## config.mk

```make
export PLATFORM = sky130hd
export DESIGN_NAME = led_fade_driver
export DESIGN_NICKNAME = d
export VERILOG_FILES = /design/src/rtl/led_fade_driver.sv
export SDC_FILE = /design/constraint.sdc
export NUM_CORES = 1
export LEC_CHECK = 0
export ABC_CLOCK_PERIOD_IN_PS = 3600
export CAP_MARGIN = 30
export CORE_MARGIN = 1
export CORE_UTILIZATION = 57
export DETAILED_ROUTE_END_ITERATION = 10
export GPL_TIMING_DRIVEN = 0
export MAX_ROUTING_LAYER = met4
export PLACE_DENSITY = 0.87
export REMOVE_ABC_BUFFERS = 1
export SYNTH_ARGS = -nofsm -noshare
export SYNTH_HDL_FRONTEND = slang
export SYNTH_SLANG_ARGS = --single-unit
```

## constraint.sdc

```tcl
create_clock -name clk -period 3.6 [get_ports clk]
set_clock_uncertainty 0.15 [all_clocks]
set_input_delay 0.36 -clock clk [delete_from_list [all_inputs] [get_ports clk]]
set_output_delay 0.36 -clock clk [all_outputs]
set_load 0.1 [all_outputs]
```

## src/rtl/led_fade_driver.sv

```systemverilog
// -----------------------------------------------------------------------------
// led_fade_driver
//   Turns the hard on/off LED pattern from the Blink generator into soft fades.
//   Each of the 8 channels has a target: the global brightness when its
//   pattern bit is set, 0 otherwise. A brightness level walks toward that
//   target by one step per prescaler tick, and an 8-bit PWM (period 255
//   cycles) drives the pin from the level.
//
// Parameters
//   CLK_FREQ      system clock frequency in Hz
//   FADE_STEP_HZ  level step rate; STEP_DIV = CLK_FREQ / FADE_STEP_HZ (>= 1)
//
// Ports
//   clk         system clock, all logic on posedge
//   rst         synchronous reset, active-high
//   leds_in     [7:0] pattern from Blink; bit i = 1 requests channel i on
//   brightness  [7:0] global on-level, sampled every cycle
//   enable      0 forces all channels dark on the next edge
//   leds_out    [7:0] registered PWM drive to the LED pins
//   busy        1 while any channel level differs from its target (comb.)
// -----------------------------------------------------------------------------
module led_fade_driver #(
  parameter int CLK_FREQ     = 25_000_000,
  parameter int FADE_STEP_HZ = 1_000
) (
  input  logic       clk,
  input  logic       rst,
  input  logic [7:0] leds_in,
  input  logic [7:0] brightness,
  input  logic       enable,
  output logic [7:0] leds_out,
  output logic       busy
);

  localparam int STEP_DIV = CLK_FREQ / FADE_STEP_HZ;
  localparam int PW       = (STEP_DIV > 1) ? $clog2(STEP_DIV) : 1;
  localparam logic [PW-1:0] PRESC_MAX = PW'(STEP_DIV - 1);
  localparam logic [7:0]    PWM_MAX   = 8'd254;

  if (STEP_DIV < 1) begin : g_bad_step_div
    $error("led_fade_driver: CLK_FREQ / FADE_STEP_HZ must be >= 1");
  end

  logic [PW-1:0] presc_q, presc_d;
  logic [7:0]    pwm_cnt_q, pwm_cnt_d;
  logic [7:0]    level_q [8];
  logic [7:0]    level_d [8];
  logic [7:0]    target  [8];
  logic [7:0]    leds_out_q, leds_out_d;
  logic [7:0]    off_target;
  logic          tick;

  // Next-state logic.
  // NOTE: every output of this block gets a default first, so no path can
  // leave a signal unassigned and infer a latch.
  always_comb begin
    tick       = enable && (presc_q == PRESC_MAX);
    presc_d    = '0;
    pwm_cnt_d  = (pwm_cnt_q == PWM_MAX) ? 8'd0 : pwm_cnt_q + 8'd1;
    leds_out_d = '0;
    off_target = '0;

    // The prescaler only runs while enabled, so a re-enable always waits a
    // full STEP_DIV cycles before the first step.
    if (enable && !tick) begin
      presc_d = presc_q + 1'b1;
    end

    for (int i = 0; i < 8; i++) begin
      target[i]     = leds_in[i] ? brightness : 8'd0;
      off_target[i] = (level_q[i] != target[i]);
      level_d[i]    = level_q[i];

      // Disable wins over a coincident tick. Stepping by one and stopping on
      // equality means a level can never overshoot or wrap, and a new target
      // simply redirects the walk from wherever the level currently is.
      if (!enable) begin
        level_d[i] = 8'd0;
      end else if (tick) begin
        if (level_q[i] < target[i]) begin
          level_d[i] = level_q[i] + 8'd1;
        end else if (level_q[i] > target[i]) begin
          level_d[i] = level_q[i] - 8'd1;
        end
      end

      // Compare uses the pre-update level; pwm_cnt never reaches 255, so
      // level 255 is solidly on and level 0 solidly off.
      leds_out_d[i] = enable && (pwm_cnt_q < level_q[i]);
    end
  end

  assign busy     = enable && (|off_target);
  assign leds_out = leds_out_q;

  // NOTE: sequential state is updated with non-blocking assignments so every
  // register samples the values from before this edge.
  // The eight level registers are ordinary flops, so they are reset like any
  // other state; a reset mid-ramp leaves nothing behind.
  always_ff @(posedge clk) begin
    if (rst) begin
      presc_q    <= '0;
      pwm_cnt_q  <= '0;
      leds_out_q <= '0;
      for (int i = 0; i < 8; i++) begin
        level_q[i] <= 8'd0;
      end
    end else begin
      presc_q    <= presc_d;
      pwm_cnt_q  <= pwm_cnt_d;
      leds_out_q <= leds_out_d;
      for (int i = 0; i < 8; i++) begin
        level_q[i] <= level_d[i];
      end
    end
  end

endmodule

```

==> summary.log <==
[power] power density of the placed cells 255.8 nW/µm²
[cells_and_area] total area of multi-input combinational cells 6390 µm²
[placement] Post-Place Cell Area 9082 µm²
[clock_tree] CTS Buf Count 9
[floorplanning] Core Box Area 14700 µm²
[route] first-pass iteration count of the detailed router 9
[timing] Slew Viols, Final 0
[timing] Rel. slew slack 0.3533
[synth] average cell area after synthesis 8.280 µm²
[setup_path] Critical Path Sink Type flop
[placement] number of input and output port buffers inserted 27
[cells_and_area] proportion of layout cells with a drive suffix above 1 0.05530
[setup_path] CP delay by family, top compound AO/OA/AOI/OAI gates
[cells_and_area] Sequential cell area 1904 µm²
[global_routing] antenna violations before repair 0
[clock_tree] sinks on the clock net 95
[synth] count of different cell masters after synthesis 51
[floorplanning] starting density of the core 0.5898
[cells_and_area] final design instance area without fill 9378 µm²
[route] number of vias in the routed layout 7506
[cells_and_area] P&R area growth vs syn 8.169%
[clock_tree] CTS clock-pin slew for the worst setup and hold paths 0.07 ns
[global_routing] vias in the first global route 7395
[synth] EDFF count, synth 0
[global_routing] GRT Overall Usage 0.2769
[timing] final setup violation count 0
[route] first-iteration detailed-routing DRC count 397
[synth] number of synthesized register bits 95
[synth] top post-synthesis cells by area ha_1 25%, dfxtp_1 22%, mux2i_1 5.8%
[min_path] Hold/Removal Path Class flop to flop
[synth] most common cell in the synthesized netlist ha_1
[timing] setup TNS after final layout 0 ns
[floorplanning] num ports 28
[synth] Synth Flop Type dfxtp_1
[clock_tree] number of buffers between clock root and the deepest sink 2
[timing] unrepaired setup endpoints after global routing false
[synth] synthesized instance count 1047
[setup_path] category of the most critical setup path input port to flop
[route] average wire per cell in the routed design 16.08 µm
[route] DRC errors left 5
[timing] transition at the pin with the smallest max-transition slack 0.9671 ns
[setup_path] number of buffer and inverter instances along the worst setup path 1
[placement] placer congestion estimate 0.8786
[timing] Max Fclk 0.2940 GHz
[synth] ys async rst share 0
[clock_tree] CTS tree built
[setup_path] signal arrival time at the worst endpoint 3.53 ns
[setup_path] standard cell with the maximum stage delay on the critical path or4_1
[clock_tree] clock insertion delay at the later pin of the skew report 0.36 ns
[global_routing] maximum number of pins on one net before global-route repair 71
[cells_and_area] Final #Nets 1260
[clock_tree] H-tree depth 3
[timing] post-route minimum period 3.402 ns
[synth] commonest cells in the synthesized netlist 171 x ha_1, 114 x nor2_1, 107 x nand2_1
[cells_and_area] Fill cells 1205
[clock_tree] CTS root buffer clkbuf_16
[placement] HPWL reported at the end of detailed placement 14.54 mm
[status] result of the run finished with violations
[setup_path] critical path fanouts, max 8
[synth] proportion of synthesized chip area in sequential cells 0.2194
[floorplanning] width of the die 125.3 µm
[timing] final hold violations 0
[cells_and_area] antenna diode count 0
[global_routing] sum of overflow across all layers after global routing 0
[global_routing] global-route wire length before repair 34.04 mm
[floorplanning] number of rows created at floorplan 44
[setup_path] category of the worst setup path launch point input port
[power] VDD IR max 0.2382 mV
[status] violations in the final reports DRC
[power] static leakage 4.033 nW
[setup_path] CP peak stage delay 0.48 ns
[route] remaining antenna violation count 0
[setup_path] cells along the critical path clkdlybuf4s15_2, nand2_1, ha_1, a21oi_1, o21a_1, nand2_2, ha_1, a211oi_1, o311ai_1, o31a_1, a21boi_0, or4_1, a21oi_1
[setup_path] required time at the endpoint of the critical path 3.73 ns
[run] number of max-cap violations 0
[synth] Synth warnings 0
[synth] netlist area before placement 8670 µm²
[synth] area share of the largest cell type after synthesis 0.2468
[floorplanning] Die Y 125.3 µm
[timing] share of the clock period used by the worst path 0.9450
[route] routed wire length 20.12 mm
[synth] dominant cell type by area after synthesis ha_1
[route] average vias per placed instance 6.000
[floorplanning] die footprint 15710 µm²
==> final timing paths <==
check | start | slack, ns | to | depth (start not counted)
max | brightness[7] | 0.20 | level_q[0][23]$_SDFFE_PP0P_ | 13
min | presc_q[0]$_SDFF_PP0_ | 0.31 | presc_q[0]$_SDFF_PP0_ | 1
max reg2reg | level_q[0][17]$_SDFFE_PP0P_ | 0.22 | level_q[0][23]$_SDFFE_PP0P_ | 12
min reg2reg | presc_q[0]$_SDFF_PP0_ | 0.31 | presc_q[0]$_SDFF_PP0_ | 1
==> cell families after synthesis <==
family / share of synthesized area
xor+xnor: 0.06668
buf+inv: 0.04676
compound gates: 0.1638
simple gates: 0.1804
flops: 0.2194
mux: 0.05773
fa+ha+maj: 0.2653
==> layout make-up <==
cell class	instances	share of cell area
clock inverter	7	0.007071
timing repair buffer	31	0.02869
multi-input combinational	847	0.6814
sequential	95	0.2031
tap	184	0.02455
clock buffer	9	0.02402
inverter	78	0.03122
==> state kept, by name (all words and copies together) (netlist names) <==
name	cells
level_q	64
presc_q	15
leds_out	8
pwm_cnt_q	8
==> stage by stage <==
| step | power, mW | setup slack [ns] | utilization | cells | hold slack (ns) |
|---|---|---|---|---|---|
| final | 2.399 | 0.1981 | 0.6380 | 1251 | 0.3111 |
| after global routing | 2.495 | 0.002136 | 0.6380 | 1251 | 0.3479 |
| after CTS | 2.418 | -0.03494 | 0.6380 | 1250 | 0.3170 |
| after detailed placement | 1.467 | -0.8739 | 0.6179 | 1234 | 0.3047 |
| after global placement | 1.451 | -0.9245 | 0.6162 | 1231 | 0.2928 |
| after floorplan | 1.350 | 0.3423 | - | 1020 | 0.2799 |
==> metal layers <==
layer	part of all wire	wire length, µm	global-route usage
met5	0	0	-
met3	0.061	1220	0.05178
met1	0.44	8851	0.3298
met2	0.46	9285	0.4512
met4	0.038	763	0.1306
==> timing repair <==
item,in CTS,in global routing
endpoints found under the setup margin,16,16
pin swaps,0,1
hold buffers,0,0
gates resized for setup,22,30
buffers inserted,0,1
==> cells in the final DEF, fill, tap and decap left out, types with 12 or more instances in the layout <==
cell type and n:
a21o_1 16, and2_1 12, a21oi_1 78, inv_1 78, o21a_1 17, nor2_1 114
nor2b_1 16, xor2_1 27, dfxtp_1 93, xnor2_1 39, nand3_1 17, o21ai_0 31
o211ai_1 19, nand4_1 17, ha_1 171, mux2i_1 50, nand2_1 106
==> report_power, final <==
group	switching [mW]	internal, mW
logic	0.234	0.139
registers	0.0139	1.06
clock network	0.469	0.484
total	0.717	1.68
Note: power is estimated with default switching activity, not from simulation.
